$ cat src/rtl/countdown_pkg.sv
// Shared types, limits and helpers for the MM:SS countdown timer.
package countdown_pkg;

    typedef logic [3:0] bcd_t;

    typedef enum logic [1:0] {
        IDLE  = 2'd0,
        RUN   = 2'd1,
        PAUSE = 2'd2,
        DONE  = 2'd3
    } state_t;

    localparam bcd_t SEC_TENS_MAX = 4'd5;
    localparam bcd_t DIGIT_MAX    = 4'd9;

    // Clamp an out-of-range BCD digit to the largest legal value for its position.
    function automatic bcd_t sat_digit(input bcd_t val, input bcd_t max);
        return (val > max) ? max : val;
    endfunction

    // Digit positions: 0 = sec ones, 1 = sec tens, 2 = min ones, 3 = min tens.
    function automatic bcd_t digit_limit(input int unsigned idx);
        return (idx == 1) ? SEC_TENS_MAX : DIGIT_MAX;
    endfunction

endpackage

$ cat src/rtl/bcd_digit_down.sv
// One BCD digit of the countdown chain: loads a value or decrements with wrap-to-MAX borrow.
module bcd_digit_down
    import countdown_pkg::*;
#(
    parameter bcd_t MAX = DIGIT_MAX
) (
    input  logic clk,
    input  logic reset_n,
    input  logic dec_en,
    input  logic load_en,
    input  bcd_t load_val,
    output bcd_t digit,
    output logic borrow_out
);

    bcd_t digit_q;
    bcd_t digit_d;

    // Load has priority over decrement; a zero digit wraps to MAX and borrows upward.
    always_comb begin
        digit_d = digit_q;
        if (load_en) begin
            digit_d = load_val;
        end else if (dec_en) begin
            digit_d = (digit_q == 4'd0) ? MAX : digit_q - 4'd1;
        end
    end

    // Digit register with synchronous active-low reset.
    always_ff @(posedge clk) begin
        if (!reset_n) begin
            digit_q <= 4'd0;
        end else begin
            digit_q <= digit_d;
        end
    end

    assign digit      = digit_q;
    assign borrow_out = dec_en && (digit_q == 4'd0);

endmodule

$ cat src/rtl/countdown_timer.sv
// MM:SS BCD countdown timer: FSM, one-second prescaler, preset saturation and digit chain.
module countdown_timer
    import countdown_pkg::*;
#(
    parameter int unsigned TICK_COUNT = 10
) (
    input  logic       clk,
    input  logic       reset_n,
    input  logic       start_stop,
    input  logic       clr,
    input  logic       load,
    input  logic [3:0] pre_min_tens,
    input  logic [3:0] pre_min_ones,
    input  logic [3:0] pre_sec_tens,
    input  logic [3:0] pre_sec_ones,
    output logic [3:0] min_tens,
    output logic [3:0] min_ones,
    output logic [3:0] sec_tens,
    output logic [3:0] sec_ones,
    output logic       running,
    output logic       expired,
    output logic       alarm
);

    localparam int PRESC_W = 26;
    localparam logic [PRESC_W-1:0] TICK_LAST = PRESC_W'(TICK_COUNT - 1);

    state_t             state_q, state_d;
    logic [PRESC_W-1:0] presc_q, presc_d;
    logic               running_q, running_d;
    logic               expired_q, expired_d;
    logic               alarm_q, alarm_d;

    bcd_t       digit    [4];
    bcd_t       load_val [4];
    bcd_t       preset   [4];
    logic       dig_load;
    logic       dec_tick;
    logic [3:0] dec_vec;
    logic [3:0] borrow;
    logic       borrow_unused;
    logic       time_zero;
    logic       last_second;

    assign preset[0] = pre_sec_ones;
    assign preset[1] = pre_sec_tens;
    assign preset[2] = pre_min_ones;
    assign preset[3] = pre_min_tens;

    assign time_zero   = (digit[3] == 4'd0) && (digit[2] == 4'd0) &&
                         (digit[1] == 4'd0) && (digit[0] == 4'd0);
    assign last_second = (digit[3] == 4'd0) && (digit[2] == 4'd0) &&
                         (digit[1] == 4'd0) && (digit[0] == 4'd1);

    // The tick enters at sec ones; each borrow feeds the next digit up.
    assign dec_vec       = {borrow[2:0], dec_tick};
    assign borrow_unused = borrow[3];

    // Next-state, prescaler and digit control in priority order clr > load > start_stop > tick.
    always_comb begin
        state_d   = state_q;
        presc_d   = presc_q;
        expired_d = expired_q;
        alarm_d   = 1'b0;
        dig_load  = 1'b0;
        dec_tick  = 1'b0;
        for (int i = 0; i < 4; i++) begin
            load_val[i] = sat_digit(preset[i], digit_limit(i));
        end

        if (clr) begin
            dig_load  = 1'b1;
            for (int i = 0; i < 4; i++) begin
                load_val[i] = 4'd0;
            end
            presc_d   = '0;
            state_d   = IDLE;
            expired_d = 1'b0;
        end else if (load) begin
            dig_load  = 1'b1;
            presc_d   = '0;
            state_d   = IDLE;
            expired_d = 1'b0;
        end else if (start_stop) begin
            // The prescaler is left untouched so a resume continues the partial second.
            case (state_q)
                IDLE:    if (!time_zero) state_d = RUN;
                RUN:     state_d = PAUSE;
                PAUSE:   state_d = RUN;
                default: state_d = state_q;
            endcase
        end else if (state_q == RUN) begin
            if (presc_q == TICK_LAST) begin
                presc_d  = '0;
                dec_tick = 1'b1;
                if (last_second) begin
                    state_d   = DONE;
                    expired_d = 1'b1;
                    alarm_d   = 1'b1;
                end
            end else begin
                presc_d = presc_q + 1'b1;
            end
        end

        running_d = (state_d == RUN);
    end

    // Control registers with synchronous active-low reset.
    always_ff @(posedge clk) begin
        if (!reset_n) begin
            state_q   <= IDLE;
            presc_q   <= '0;
            running_q <= 1'b0;
            expired_q <= 1'b0;
            alarm_q   <= 1'b0;
        end else begin
            state_q   <= state_d;
            presc_q   <= presc_d;
            running_q <= running_d;
            expired_q <= expired_d;
            alarm_q   <= alarm_d;
        end
    end

    genvar gi;
    generate
        for (gi = 0; gi < 4; gi++) begin : g_digit
            bcd_digit_down #(
                .MAX (digit_limit(gi))
            ) u_digit (
                .clk        (clk),
                .reset_n    (reset_n),
                .dec_en     (dec_vec[gi]),
                .load_en    (dig_load),
                .load_val   (load_val[gi]),
                .digit      (digit[gi]),
                .borrow_out (borrow[gi])
            );
        end
    endgenerate

    assign sec_ones = digit[0];
    assign sec_tens = digit[1];
    assign min_ones = digit[2];
    assign min_tens = digit[3];
    assign running  = running_q;
    assign expired  = expired_q;
    assign alarm    = alarm_q;

endmodule

$ cat config.mk
export PLATFORM = sky130hd
export DESIGN_NAME = countdown_timer
export DESIGN_NICKNAME = d
export VERILOG_FILES = /design/src/rtl/countdown_pkg.sv /design/src/rtl/bcd_digit_down.sv /design/src/rtl/countdown_timer.sv
export SDC_FILE = /design/constraint.sdc
export NUM_CORES = 1
export LEC_CHECK = 0
export ABC_CLOCK_PERIOD_IN_PS = 1900
export BUFFER_PORTS_ARGS = -buffer_cell sky130_fd_sc_hd__buf_2
export CAP_MARGIN = 15
export CORE_UTILIZATION = 35
export DETAILED_ROUTE_END_ITERATION = 12
export PLACE_DENSITY_LB_ADDON = 0.25
export RECOVER_POWER = 50
export SLEW_MARGIN = 20
export SYNTH_ARGS = -nofsm -noshare
export SYNTH_HDL_FRONTEND = slang
export SYNTH_SLANG_ARGS = --single-unit
$ cat constraint.sdc
create_clock -name clk -period 1.9 [get_ports clk]
set_input_delay 0.19 -clock clk [delete_from_list [all_inputs] [get_ports clk]]
set_output_delay 0.19 -clock clk [all_outputs]
set_load 0.01 [all_outputs]
## After elaboration in Yosys (flattened, before gate mapping)

Index checks and enable logic that the tools add are counted.

| operators by class | value |
|---|---|
| add/sub/neg operators | 5 |
| magnitude comparators | 4 |
| eq/ne operators | 5 |
| mux-type cells | 34 |
| bitwise gates (word level) | 4 |
| reduce and logical (&&, ||, !) cells | 20 |

Operator list:

| kind | count |
|---|---|
| $mux W4 | 16 |
| $add A26 B1 Y26 const B | 1 |
| $eq A26 B4 Y1 const B | 1 |
| $mux W26 | 1 |
| $logic_not A4 Y1 | 4 |
| $mux W16 | 1 |
| $sub A4 B1 Y4 const B | 4 |
| $mux W2 | 7 |
| $gt A4 B4 Y1 const B | 3 |
| $mux W1 | 8 |
| $reduce_bool A2 Y1 | 4 |
| $logic_and A1 B1 Y1 | 7 |
| $pmux W2 S3 | 1 |
| $reduce_or A6 Y1 | 1 |
| $eq A2 B1 Y1 const B | 2 |
| $eq A4 B1 Y1 const B | 1 |
| $gt A4 B3 Y1 const B | 1 |
| $not A1 Y1 | 4 |
| $reduce_and A4 Y1 | 1 |
| $reduce_or A3 Y1 | 1 |
| $eq A2 B2 Y1 const B | 1 |
| $logic_not A2 Y1 | 1 |
| $reduce_and A2 Y1 | 1 |

| word-level totals | value |
|---|---|
| register bits after elaboration | 47 |
| bits of input ports | 21 |
| output and inout bits | 19 |

## Longest topological paths before layout

| logic depth | value |
|---|---|
| word-level depth | 11 |
| depth in mapped cells | 9 |
| depth with buffers taken out | 7 |

## By module

From an unflattened synthesis, not the netlist that was laid out.

| unflattened totals | value |
|---|---|
| cell total of the unflattened synthesis | 314 |
| area, all modules | 2,613.8 sq um |

By module, submodules not included:

| module | instances | cells an instance | area each (sq um) | seq. area each (sq um) |
|---|---|---|---|---|
| countdown_timer | 1 | 223 | 1,791.7 | 620.6 |
| bcd_digit_down (g_digit[0].u_digit ...) | 3 | 23 | 210.2 | 80.1 |
| bcd_digit_down (g_digit[1].u_digit) | 1 | 22 | 191.4 | 80.1 |

## Worst setup path after synthesis

Ideal clock, no wire load.

| timing path | value |
|---|---|
| path kind | register to register |
| start point | register presc_q[0] |
| end point | register presc_q[2] |
| setup time | 0.115 ns |
| arrival time | 1.677 ns |
| setup slack | 0.109 ns |
| cell stages (with the launch flop) | 9 |
| path buffers | 2 |
| cells stage by stage | dfxtp_1 -> ha_1 -> nor4b_4 -> nand4_4 -> nor3_2 -> or2_1 -> buf_4 -> buf_4 -> nor2_1 |

| on the way | value |
|---|---|
| longest elaborated chain between the ends | 2 |

Ends and longest elaborated chain:

| element | RTL line | text |
|---|---|---|
| start, declared | countdown_timer.sv:29 | `logic [PRESC_W-1:0] presc_q, presc_d;` |
| start signal, assigned | countdown_timer.sv:119 | `presc_q <= presc_d;` |
| $add A26 B1 Y26 or $eq A26 B4 Y1 (tied branches) | countdown_timer.sv:102, countdown_timer.sv:93 |  |
| $mux W26 * | countdown_timer.sv:93 | `if (presc_q == TICK_LAST) begin` |

Mark *: on every way between the ends. The rest lies on a longest branch, timed or not.
A chain may end at the register's enable or synchronous reset.

## Worst setup path after layout

| timing path | value |
|---|---|
| start point | register g_digit[1].u_digit.digit_q[3] |
| end point | register running_q (netlist: running) |

| on the way | value |
|---|---|
| longest elaborated chain between the ends | 10 |

Ends and longest elaborated chain:

| element | RTL line | text |
|---|---|---|
| start, declared | bcd_digit_down.sv:16 | `bcd_t digit_q;` |
| start signal, assigned | bcd_digit_down.sv:34 | `digit_q <= digit_d;` |
| $logic_not A4 Y1 * | countdown_timer.sv:51, countdown_timer.sv:53 |  |
| $logic_and A1 B1 Y1 * | countdown_timer.sv:50, countdown_timer.sv:52 |  |
| $logic_and A1 B1 Y1 | countdown_timer.sv:53 | `(digit[1] == 4'd0) && (digit[0] == 4'd1);` |
| $mux W2 | countdown_timer.sv:96 | `if (last_second) begin` |
| $mux W2 | countdown_timer.sv:93 |  |
| $mux W2 | countdown_timer.sv:92 | `end else if (state_q == RUN) begin` |
| $mux W2 * | countdown_timer.sv:84 | `end else if (start_stop) begin` |
| $mux W2 * | countdown_timer.sv:79 | `end else if (load) begin` |
| $mux W2 * | countdown_timer.sv:71 | `if (clr) begin` |
| $eq A2 B1 Y1 * | countdown_timer.sv:106 | `running_d = (state_d == RUN);` |
| end signal, assigned | countdown_timer.sv:120 | `running_q <= running_d;` |
| end, declared | countdown_timer.sv:30 | `logic running_q, running_d;` |

Marked as above.

==> results.yml <==
floorplanning:
  start_util_pct: 36.5
  dieArea_um2: 7510
  chipHeight_um: 86.7
  core_um2: 6870
  ios: 40
  die_w_um: 86.7
  row_count: 30
cts:
  cts.clk_slew.worst_paths_ns: 0.08
  cts_tree: "built"
  cts_buffer_depth: 2
  root_buffer: "clkbuf_8"
  cts_buffers: 5
  cts.sinks: 47
  hold_buffers: 0
  clk-insertion-delay-late_ns: 0.30
  htree_num_levels: 2
layout:
  final_area_um2: 3180
  utilization_pct: 46.2
  final_layout_size_suffix_gt1_share_pct: 24.7
  area_growth_pct: 26.6
  regArea_um2: 945
  multiInputGateArea_um2: 1600
  fillers: 714
  fin_nets: 382
  n_antenna_cell: 0
pwr:
  power_mw: 1.79
  powerDensity_nw_per_um2: 563
  ir_drop_v: 0.000267
  p_leak_nw: 1.22
synth:
  synth_top_family_by_area: "simple AND/OR/NAND/NOR gates"
  yosys_most_used_dff: "dfxtp_1"
  synthArstFlopShare_pct: 0
  yosys_warnings: 0
  synth_area_per_cell_um2: 8.77
  synth-simple-area-share_pct: 35.4
  ys_seq_area_share_pct: 37.5
  synthAdderAreaFrac_pct: 0.998
  ys_top_cells_by_count: "47 x dfxtp_1, 47 x nor2_1, 24 x nand2_1, 23 x xor2_1, 14 x nand3_1"
  syn-num-nets: 309
  synthTopCellsByArea: "dfxtp_1 38%, xor2_1 8.0%, nor2_1 7.0%"
  synth-edff-count: 0
  synth_cells: 286
  synth_top_cell_by_area: "dfxtp_1"
  synth-seq-cells: 47
  syn_area_um2: 2510
  yosysTopAreaCellShare_pct: 37.5
  synth.distinct_cells: 53
  muxShareOfSynthArea_pct: 3.64
  synth_compound_area_share_pct: 9.73
  synth_xor_area_share_pct: 10.5
job:
  max_cap_violations: 0
worst_hold_path:
  hp-class: "input port to register"
  worstHoldStart: "pre_sec_ones[1]"
  min_path_cells: 3
  hold_end: "g_digit[0].u_digit.digit[1]"
setup_path:
  start_kind: "register"
  critPathMaxStageDelay_ns: 0.56
  rr_startpoint: "g_digit[1].u_digit.digit[3]"
  worstPathRequired_ns: 2.10
  cp-startpoint: "g_digit[1].u_digit.digit[3]"
  rrSetupSlack_ns: 0.08
  crit_family: "simple AND/OR/NAND/NOR gates"
  critical_path_class: "register to register"
  worst_r2r_path_depth: 6
  crit_slowest_cell: "or4_4"
  cp_data_arrival_time_ns: 2.02
  r2r_end: "running"
  cp_max_fo: 4
  path_cells: "or4_4 > nor2_1 > buf_4 > and3_1 > a31oi_1 > and2_1"
  endpoint_kind: "register"
  cp_num_buf_inv: 1
sta:
  fin_tns_setup_ns: 0
  setup_violations: 0
  slew_violations: 0
  clock_skew_ns: 0.00601
  tightest_slew_ns: 0.438
  fmax_mhz: 550
  min_period_over_period_pct: 95.7
  relSlewSlack_pct: 70.5
  period_needed_ns: 1.82
  finalHoldViolations: 0
detailed_routing:
  post_drt_wl_per_cell_um: 12.8
  first_iter_violations: 94
  dr.pass1.iters: 4
  drc: 0
  antenna_left: 0
  wirelength_um: 5830
  via_per_inst: 5.07
  vias: 2311
grt:
  grt_overflow: 0
  grt_first_pass_wirelength_um: 9810
  grt_max_degree: 27
  grt_pass1_vias: 2139
  antenna_found_initial: 0
  grt_usage_pct: 16.5
placement:
  place_area_um2: 3030
  port_buffers: 39
  dp_hpwl_um: 4240
  gp_congestion: 0.790
status:
  status: "finished, final reports clean"
==> cells by family (layout without fill, tap and decap cells) <==
kind of cell    count (synthesis)  count (layout)
compound gates                 38              38
xor+xnor                       30              30
fa+ha+maj                       2               2
buf+inv                        12              85
flops                          47              47
mux                             9               9
simple gates                  148             149
==> worst reg2reg max path, delay by kind of cell, from the launching register on <==
family | cells | cell delay (ns)
and+or+nand+nor | 4 | 1.11
AOI/OAI and AO/OA | 1 | 0.11
DFF | 1 | 0.35
buffers and inverters | 1 | 0.15
==> worst max path at each step <==
stage                                  end  cells past startpoint
6_report                           running                      6
3_3_place_gp   g_digit[3].u_digit.digit[0]                      5
3_5_place_dp   g_digit[3].u_digit.digit[0]                      7
5_1_grt        g_digit[2].u_digit.digit[0]                      7
2_1_floorplan                   presc_q[2]                      8
4_1_cts        g_digit[3].u_digit.digit[0]                      7
==> per-stage QoR <==
stage                     std cells  hold slack, ns  worst slack (ns)
after floorplan                 286           0.299             0.109
after global placement          444           0.429            0.0618
after detailed placement        444           0.416            0.0183
after CTS                       452          0.0978           0.00675
after global routing            456          0.0929          -0.00667
final                           456           0.102            0.0821
==> sequential cells by signal (all words and copies together) (netlist names) <==
| register | cells |
|---|---|
| presc_q | 26 |
| g_digit.u_digit.digit | 16 |
| state_q | 2 |
| alarm | 1 |
| expired | 1 |
| running | 1 |
==> metal layers <==
layer  vias up  global-route usage, %  share of wire [%]
met5         -                      0                  0
met4         0                   5.45                1.3
met3         8                   3.52                3.8
met2        42                   26.5                 46
met1      1092                   22.0                 49
li1       1169                      -                  -
==> layout make-up <==
| class | count | share of cell area, % |
|---|---|---|
| Clock inverter | 1 | 0.158 |
| Timing Repair Buffer | 73 | 13.2 |
| Clock buffer | 7 | 2.40 |
| Tap cell | 96 | 3.78 |
| Inverter | 4 | 0.473 |
| Multi-Input combinational cell | 228 | 50.2 |
| Sequential cell | 47 | 29.7 |
==> layout by cell type, fill, tap and decap left out, types with 3 or more instances in the layout <==
| cell type | instances |
|---|---|
| a21oi_1 | 9 |
| and2_1 | 3 |
| and3_1 | 3 |
| buf_2 | 28 |
| buf_4 | 24 |
| clkbuf_1 | 21 |
| clkbuf_8 | 5 |
| dfxtp_1 | 44 |
| dfxtp_2 | 3 |
| inv_1 | 3 |
| mux2i_1 | 8 |
| nand2_1 | 24 |
| nand3_1 | 13 |
| nand3b_1 | 3 |
| nand4_1 | 11 |
| nor2_1 | 47 |
| nor2b_1 | 3 |
| nor3_1 | 5 |
| nor4_4 | 4 |
| nor4b_4 | 3 |
| o211a_1 | 3 |
| o21ai_0 | 11 |
| or2_2 | 3 |
| xnor2_1 | 7 |
| xor2_1 | 23 |
==> report_power, final <==
| group | internal, mW | leakage [nW] | switching (mW) |
|---|---|---|---|
| combinational | 0.0895 | 0.795 | 0.104 |
| sequential | 0.999 | 0.382 | 0.0144 |
| clock | 0.259 | 0.0422 | 0.323 |
==> repair_timing <==
action / in CTS / in global routing
endpoints found under the setup margin: 0 / 36
buffers inserted: 0 / 3
resized for setup: 0 / 15
Note: power is estimated with default switching activity, not from simulation.
